===== src/rtl/spi_dpi_flash_if.sv =====
// App-SPI bus bundle between a controller and the SPI flash model, including the sideband pins.
interface spi_dpi_flash_if #(
    parameter int NDevices = 1,
    parameter int DataW    = 1,
    parameter int OOB_InW  = 2,
    parameter int OOB_OutW = 1
);
    logic                sck;
    logic [NDevices-1:0] cs;
    logic [DataW-1:0]    copi;
    logic                cipo;
    logic [OOB_InW-1:0]  oob_in;
    logic [OOB_OutW-1:0] oob_out;

    modport master (output sck, cs, copi, oob_in, input cipo, oob_out);
    modport slave  (input sck, cs, copi, oob_in, output cipo, oob_out);
endinterface


===== src/rtl/spi_dpi_flash.sv =====
// SPI-NOR flash target (mode 0, MSB first) oversampling the bus with clk_i, backed by a byte memory.
module spi_dpi_flash #(
    parameter int          NDevices = 1,
    parameter int          DataW    = 1,
    parameter int          OOB_InW  = 2,
    parameter int          OOB_OutW = 1,
    parameter int          MemAddrW = 8,
    parameter logic [23:0] JedecId  = 24'hEF4016
) (
    input  logic           clk_i,
    input  logic           rst_ni,
    spi_dpi_flash_if.slave bus
);
    localparam int                  MemSize  = 2 ** MemAddrW;
    localparam logic [MemAddrW-1:0] PageMask = MemAddrW'(255);
    localparam logic [7:0] OpRead    = 8'h03;
    localparam logic [7:0] OpProgram = 8'h02;
    localparam logic [7:0] OpJedec   = 8'h9F;
    localparam logic [7:0] OpStatus  = 8'h05;
    localparam logic [7:0] OpWren    = 8'h06;
    localparam logic [7:0] OpWrdi    = 8'h04;
    localparam logic [7:0] OpErase   = 8'hC7;

    typedef enum logic [2:0] {IDLE, CMD, ADDR, DATA, IGNORE} state_t;

    if (DataW != 1 || NDevices < 1 || OOB_InW < 2 || OOB_OutW < 1 || MemAddrW < 1 || MemAddrW > 24)
    begin : g_badParams
        $error("spi_dpi_flash: unsupported parameter set");
    end

    state_t              r_state, w_stateNext;
    logic [1:0]          r_sckSync, r_csSync, r_copiSync, r_wpSync, r_holdSync;
    logic                r_sckPrev, r_csPrev;
    logic [7:0]          r_shiftIn, r_txShift, r_opcode;
    logic [2:0]          r_bitCnt;
    logic [3:0]          r_bitTotal;
    logic [1:0]          r_addrCnt, r_idIdx;
    logic [MemAddrW-1:0] r_addr;
    logic                r_cipo, r_wel, r_progAcc;
    logic [7:0]          r_mem [MemSize];
    // A byte reads as erased (FF) until programmed; erase just clears this map.
    logic [MemSize-1:0]  r_valid = '0;

    logic                w_csN, w_wpN, w_holdN, w_sckRise, w_sckFall, w_csRise, w_byteDone;
    logic                w_memWe, w_erase;
    logic [7:0]          w_byte, w_memRd, w_idByte, w_txByte;
    logic [MemAddrW-1:0] w_pageNext;

    assign w_csN      = r_csSync[1];
    assign w_wpN      = r_wpSync[1];
    assign w_holdN    = r_holdSync[1];
    assign w_sckRise  = r_sckSync[1] & ~r_sckPrev & w_holdN & ~w_csN;
    assign w_sckFall  = ~r_sckSync[1] & r_sckPrev & w_holdN & ~w_csN;
    assign w_csRise   = w_csN & ~r_csPrev;
    assign w_byte     = {r_shiftIn[6:0], r_copiSync[1]};
    assign w_byteDone = w_sckRise && (r_bitCnt == 3'd7);
    assign w_memRd    = r_valid[r_addr] ? r_mem[r_addr] : 8'hFF;
    assign w_memWe    = w_byteDone && (r_state == DATA) && (r_opcode == OpProgram);
    assign w_erase    = w_csRise && (r_opcode == OpErase) && r_wel && w_wpN;
    assign w_pageNext = (r_addr & ~PageMask) | ((r_addr + MemAddrW'(1)) & PageMask);

    assign bus.cipo    = r_cipo;
    assign bus.oob_out = OOB_OutW'(r_wel);

    always_comb begin
        w_idByte = JedecId[23:16];
        case (r_idIdx)
            2'd1:    w_idByte = JedecId[15:8];
            2'd2:    w_idByte = JedecId[7:0];
            default: ;
        endcase
        w_txByte = 8'h00;
        if (r_state == DATA) begin
            case (r_opcode)
                OpJedec:  w_txByte = w_idByte;
                OpStatus: w_txByte = {6'b0, r_wel, 1'b0};
                OpRead:   w_txByte = w_memRd;
                default:  ;
            endcase
        end
    end

    always_comb begin
        w_stateNext = r_state;
        if (w_csN) begin
            w_stateNext = IDLE;
        end else begin
            case (r_state)
                IDLE: w_stateNext = CMD;
                CMD: begin
                    if (w_byteDone) begin
                        case (w_byte)
                            OpRead:            w_stateNext = ADDR;
                            OpProgram:         w_stateNext = (r_wel && w_wpN) ? ADDR : IGNORE;
                            OpJedec, OpStatus: w_stateNext = DATA;
                            default:           w_stateNext = IGNORE;
                        endcase
                    end
                end
                ADDR: if (w_byteDone && r_addrCnt == 2'd2) w_stateNext = DATA;
                default: ;
            endcase
        end
    end

    always_ff @(posedge clk_i or negedge rst_ni) begin
        if (!rst_ni) r_state <= IDLE;
        else         r_state <= w_stateNext;
    end

    always_ff @(posedge clk_i or negedge rst_ni) begin
        if (!rst_ni) begin
            r_sckSync  <= '0;
            r_csSync   <= '1;
            r_copiSync <= '0;
            r_wpSync   <= '0;
            r_holdSync <= '0;
            r_sckPrev  <= 1'b0;
            r_csPrev   <= 1'b1;
            r_shiftIn  <= '0;
            r_txShift  <= '0;
            r_opcode   <= '0;
            r_bitCnt   <= '0;
            r_bitTotal <= '0;
            r_addrCnt  <= '0;
            r_idIdx    <= '0;
            r_addr     <= '0;
            r_cipo     <= 1'b0;
            r_wel      <= 1'b0;
            r_progAcc  <= 1'b0;
        end else begin
            r_sckSync  <= {r_sckSync[0], bus.sck};
            r_csSync   <= {r_csSync[0], bus.cs[0]};
            r_copiSync <= {r_copiSync[0], bus.copi[0]};
            r_wpSync   <= {r_wpSync[0], bus.oob_in[0]};
            r_holdSync <= {r_holdSync[0], bus.oob_in[1]};
            r_sckPrev  <= r_sckSync[1];
            r_csPrev   <= w_csN;
            if (w_csN) begin
                r_shiftIn  <= '0;
                r_txShift  <= '0;
                r_opcode   <= '0;
                r_bitCnt   <= '0;
                r_bitTotal <= '0;
                r_addrCnt  <= '0;
                r_idIdx    <= '0;
                r_cipo     <= 1'b0;
                r_progAcc  <= 1'b0;
            end else begin
                if (w_sckRise) begin
                    r_shiftIn <= w_byte;
                    r_bitCnt  <= r_bitCnt + 3'd1;
                    if (r_bitTotal != 4'hF) r_bitTotal <= r_bitTotal + 4'd1;
                    if (w_byteDone) begin
                        case (r_state)
                            CMD: begin
                                r_opcode  <= w_byte;
                                r_progAcc <= (w_byte == OpProgram) && r_wel && w_wpN;
                            end
                            ADDR: begin
                                r_addr    <= MemAddrW'({r_addr, w_byte});
                                r_addrCnt <= r_addrCnt + 2'd1;
                            end
                            DATA: if (r_opcode == OpProgram) r_addr <= w_pageNext;
                            default: ;
                        endcase
                    end
                end
                // A zero bit count on a falling edge marks the boundary where the next tx byte loads.
                if (w_sckFall) begin
                    if (r_bitCnt == 3'd0) begin
                        r_cipo    <= w_txByte[7];
                        r_txShift <= {w_txByte[6:0], 1'b0};
                        if (r_state == DATA && r_opcode == OpJedec)
                            r_idIdx <= (r_idIdx == 2'd2) ? 2'd0 : r_idIdx + 2'd1;
                        if (r_state == DATA && r_opcode == OpRead)
                            r_addr <= r_addr + MemAddrW'(1);
                    end else begin
                        r_cipo    <= r_txShift[7];
                        r_txShift <= {r_txShift[6:0], 1'b0};
                    end
                end
            end
            if (w_csRise) begin
                if (r_opcode == OpWren && r_bitTotal == 4'd8)      r_wel <= 1'b1;
                else if (r_opcode == OpWrdi && r_bitTotal == 4'd8) r_wel <= 1'b0;
                else if (r_progAcc || w_erase)                     r_wel <= 1'b0;
            end
        end
    end

    always_ff @(posedge clk_i) begin
        if (w_erase) begin
            r_valid <= '0;
        end else if (w_memWe) begin
            r_valid[r_addr] <= 1'b1;
            r_mem[r_addr]   <= w_byte;
        end
    end
endmodule


===== src/flat_wrapper.sv =====
// flat-port wrapper written by rule: the top's interface ports become plain ports
module spi_dpi_flash_flat 
#(
    parameter int          NDevices = 1,
    parameter int          DataW    = 1,
    parameter int          OOB_InW  = 2,
    parameter int          OOB_OutW = 1,
    parameter int          MemAddrW = 8,
    parameter logic [23:0] JedecId  = 24'hEF4016
)
  (clk_i, rst_ni, bus_sck, bus_cs, bus_copi, bus_oob_in, bus_cipo, bus_oob_out);
  spi_dpi_flash_if #(.NDevices(NDevices), .DataW(DataW), .OOB_InW(OOB_InW), .OOB_OutW(OOB_OutW)) bus_i ();
  input  logic clk_i;
  input  logic rst_ni;
  input wire logic [$bits(bus_i.sck)-1:0] bus_sck;
  input wire logic [$bits(bus_i.cs)-1:0] bus_cs;
  input wire logic [$bits(bus_i.copi)-1:0] bus_copi;
  input wire logic [$bits(bus_i.oob_in)-1:0] bus_oob_in;
  output wire logic [$bits(bus_i.cipo)-1:0] bus_cipo;
  output wire logic [$bits(bus_i.oob_out)-1:0] bus_oob_out;
  assign bus_i.sck = bus_sck;
  assign bus_i.cs = bus_cs;
  assign bus_i.copi = bus_copi;
  assign bus_i.oob_in = bus_oob_in;
  assign bus_cipo = bus_i.cipo;
  assign bus_oob_out = bus_i.oob_out;
  spi_dpi_flash #(.NDevices(NDevices), .DataW(DataW), .OOB_InW(OOB_InW), .OOB_OutW(OOB_OutW), .MemAddrW(MemAddrW), .JedecId(JedecId)) u_core (.clk_i(clk_i), .rst_ni(rst_ni), .bus(bus_i));
endmodule

===== config.mk =====
export PLATFORM = sky130hd
export DESIGN_NAME = spi_dpi_flash_flat
export DESIGN_NICKNAME = d
export VERILOG_FILES = /design/src/rtl/spi_dpi_flash_if.sv /design/src/rtl/spi_dpi_flash.sv /design/src/flat_wrapper.sv
export SDC_FILE = /design/constraint.sdc
export NUM_CORES = 2
export LEC_CHECK = 0
export CORE_MARGIN = 2
export CORE_UTILIZATION = 43
export DETAILED_ROUTE_END_ITERATION = 8
export GPL_TIMING_DRIVEN = 0
export PLACE_DENSITY = 0.69
export SYNTH_ARGS = -nofsm -noshare
export SYNTH_HDL_FRONTEND = slang
export SYNTH_SLANG_ARGS = --single-unit

===== constraint.sdc =====
create_clock -name clk_i -period 13.4 [get_ports clk_i]
set_input_delay 2.68 -clock clk_i [delete_from_list [all_inputs] [get_ports clk_i]]
set_output_delay 2.68 -clock clk_i [all_outputs]
set_load 0.01 [all_outputs]

==> results.ini <==
[clocking]
clockBufferDepth=3
htreeDepth=4
clock_tree.root_cell=clkbuf_16
cts_made_buffers=228
cts.sink_count=2363
path_clk_slew_ps=70
clk_latency_ps=900
cts-resized-gates=0
cts_hold_buffers=0
cts_tree=yes
postCtsSetupRepairBufs=0

[synthesis]
yosysWarnings=0
synth-simple-area-share_pct=2.51
synthTopCellsByArea=edfxtp_1, mux4_2, dfxtp_1
postSynthCellCount=4583
synth_xor_area_share_pct=0.0485
ys_seq_area_share_pct=75.4
muxShareOfSynthArea_pct=14.4
synth_top_family_by_area=multiplexers
synthArstFlopShare_pct=2.50
yosysTopAreaCell=edfxtp_1
synth_cell_types=63
synth-edff-count=2048
synth.most_common_cell=edfxtp_1
yosys_most_used_dff=edfxtp_1
yosys.area_share.adder_pct=0.208
syn_nets=4605
synth_common_cells=edfxtp_1, mux4_2, a22oi_1, nor2_1
synth-compound-area-share_pct=6.03
synth.ff_latch_count=2363
syn_area_per_cell_um2=19.7
synth_top_area_share_pct=68.1
syn_area_um2=90300

[timing]
relSlewSlack_pct=-15.7
period_needed_ps=7010
rsz0062_at_grt=no
worst_pin_slew_ps=1720
hold_viol=0
fin_crit_sh_pct=52.3
fin_setup_tns_ps=0
max_freq_mhz=143
clock_skew_ps=64.7
finalMaxSlewViolations=80
worst_slack_ps=6390
finalSetupViolCount=0

[grt]
grt-ovfl-total=0
grt_pass1_vias=48700
grtUsageTotal_pct=25.9
grt_pass1_wl_mm=385
antenna_found_initial=13
grt_max_degree=99

[power_and_ir_drop]
powerDensity_nw_per_um2=141
vdd_ir_drop_max_uv=129
clkPwrFrac_pct=44.8
p_leak_nw=33.2
internal-power_w=0.0115
comb_power_share_pct=0.4
sw_frac_of_total_pct=20.1
p_switching_w=0.00291
power_frac_seq_pct=54.7

[critical_path]
rr_worst_depth=8
cp-endpoint=u_core.r_mem[219][6]$_DFFE_PP_
r2r-end=u_core.r_mem[219][6]$_DFFE_PP_
cp_data_required_time_ps=13860
path_max_fanout=12
rr_startpoint=u_core.r_addr[3]$_DFFE_PN0N_
setup.worst_path.class=reg -> reg
cp-end-kind=flop
cp-start-kind=flop
rrSetupSlack_ps=6390
worstPathArrival_ps=7470
setup.worst_path.start=u_core.r_addr[3]$_DFFE_PN0N_

[routing]
detail-route-antenna-nets=0
via_per_inst=6.48
drtPass1Iterations=7
drc_errors=0
vias=51000
first_iter_violations=9152
routed_wl_mm=282
post_drt_wl_per_cell_um=35.8

[hold_path]
hp-class=reg -> reg
min_from=u_core.r_wpSync[0]$_DFF_PN0_

[floorplan]
die_x_um=462
ioPinCount=9
core.rowCount=168
design.core.area_um2=209000
start_util_pct=43.2
die_y_um=462
die_area_um2=214000

[final_layout]
areaGrowthSynthToFinish_pct=13.3
drive_gt1_share_pct=21.4
fin_nets=4871

[status]
violations=max-capacitance violations, max-slew violations
status=finished, violations left

[flow_run]
drv_cap=10

[placed_design]
place_congestion=1.03
post-place-ws_ps=7010
place.detailed.hpwl_mm=187
io_buffer_count=8

## worst min path at each step
stage,cells past startpoint,slack [ps],end
2_1_floorplan,0,330,u_core.r_copiSync[1]$_DFF_PN0_
5_1_grt,0,360,u_core.r_wpSync[1]$_DFF_PN0_
6_report,0,350,u_core.r_wpSync[1]$_DFF_PN0_
4_1_cts,0,360,u_core.r_wpSync[1]$_DFF_PN0_
3_5_place_dp,0,340,u_core.r_copiSync[1]$_DFF_PN0_
3_3_place_gp,0,340,u_core.r_copiSync[1]$_DFF_PN0_
## stage by stage
step,std cells,power (W),hold slack [ps],utilization (%),instance area [µm²]
3_5_place_dp,7424,0.00813,345,45.3,94700
3_3_place_gp,7396,0.00814,337,44.9,93900
5_1_grt,7854,0.0148,364,48.9,102000
2_1_floorplan,4583,0.00811,331,-,90300
4_1_cts,7852,0.0145,359,48.9,102000
6_report,7864,0.0145,350,48.9,102000
## metal layers
| layer | GRT usage (%) | vias up | wire (µm) |
|---|---|---|---|
| met5 | 0 | - | 153 |
| met4 | 15.5 | 8 | 19900 |
| met3 | 8.90 | 845 | 39300 |
| met2 | 37.3 | 4158 | 122000 |
| met1 | 34.0 | 26500 | 99900 |
| li1 | - | 19400 | - |
## state kept, by name (all words and copies together) (netlist names), 3 cells and up
signal / cells
u_core.r_bitCnt: 3
u_core.r_shiftIn: 7
u_core.r_mem: 2048
u_core.r_bitTotal: 4
u_core.r_opcode: 8
u_core.r_state: 3
u_core.r_txShift: 7
u_core.r_addr: 8
u_core.r_valid: 256
## area by class of cell
class	instances	area [µm²]
Fill cell	16800	107000
Sequential cell	2363	68100
Multi-Input combinational cell	1911	21000
Clock buffer	333	6590
Tap cell	2805	3510
Buffer	291	1250
Clock inverter	95	1010
Timing Repair Buffer	36	786
Inverter	18	67.6
Antenna cell	12	30.0
## power groups by stage
stage                     clock network, W  registers [W]  logic (W)
after detailed placement                 0        0.00807  0.0000612
after floorplan                          0        0.00808  0.0000256
after global routing               0.00678        0.00791  0.0000679
after global placement                   0        0.00810  0.0000398
final                              0.00648        0.00791  0.0000628
after CTS                          0.00649        0.00791  0.0000613
## cell families after synthesis
family	Yosys count
xor gates and xnor gates	5
muxes	596
adders and majority gates	15
buffers and inverters	309
and+or+nand+nor	504
AOI/OAI and AO/OA	791
DFF	2363
## layout by cell type (no fill, tap or decap), types with 23 or more instances in the layout
master	synthesis	routed
a21o_1	256	256
a21oi_1	165	165
a22oi_1	286	286
buf_1	28	23
buf_16	0	23
buf_2	83	89
clkbuf_1	175	214
clkbuf_16	0	235
clkbuf_2	0	25
clkbuf_8	0	34
clkinv_1	1	24
clkinv_2	0	36
dfrtp_1	56	48
dfxtp_1	256	256
edfxtp_1	2048	2048
mux2i_1	32	32
mux4_2	562	562
nand2_1	87	87
nor2_1	280	280
nor4_1	38	37
o21ai_0	34	34
## worst max-delay path, cell delays in order (launching register included)
cell	delay (ps)
dfrtp_1	500
buf_1	900
nor2b_1	220
clkbuf_1	330
clkbuf_1	1060
clkbuf_1	700
nand2_1	880
clkbuf_2	790
nor2_1	1110
Note: power is estimated with default switching activity, not from simulation.
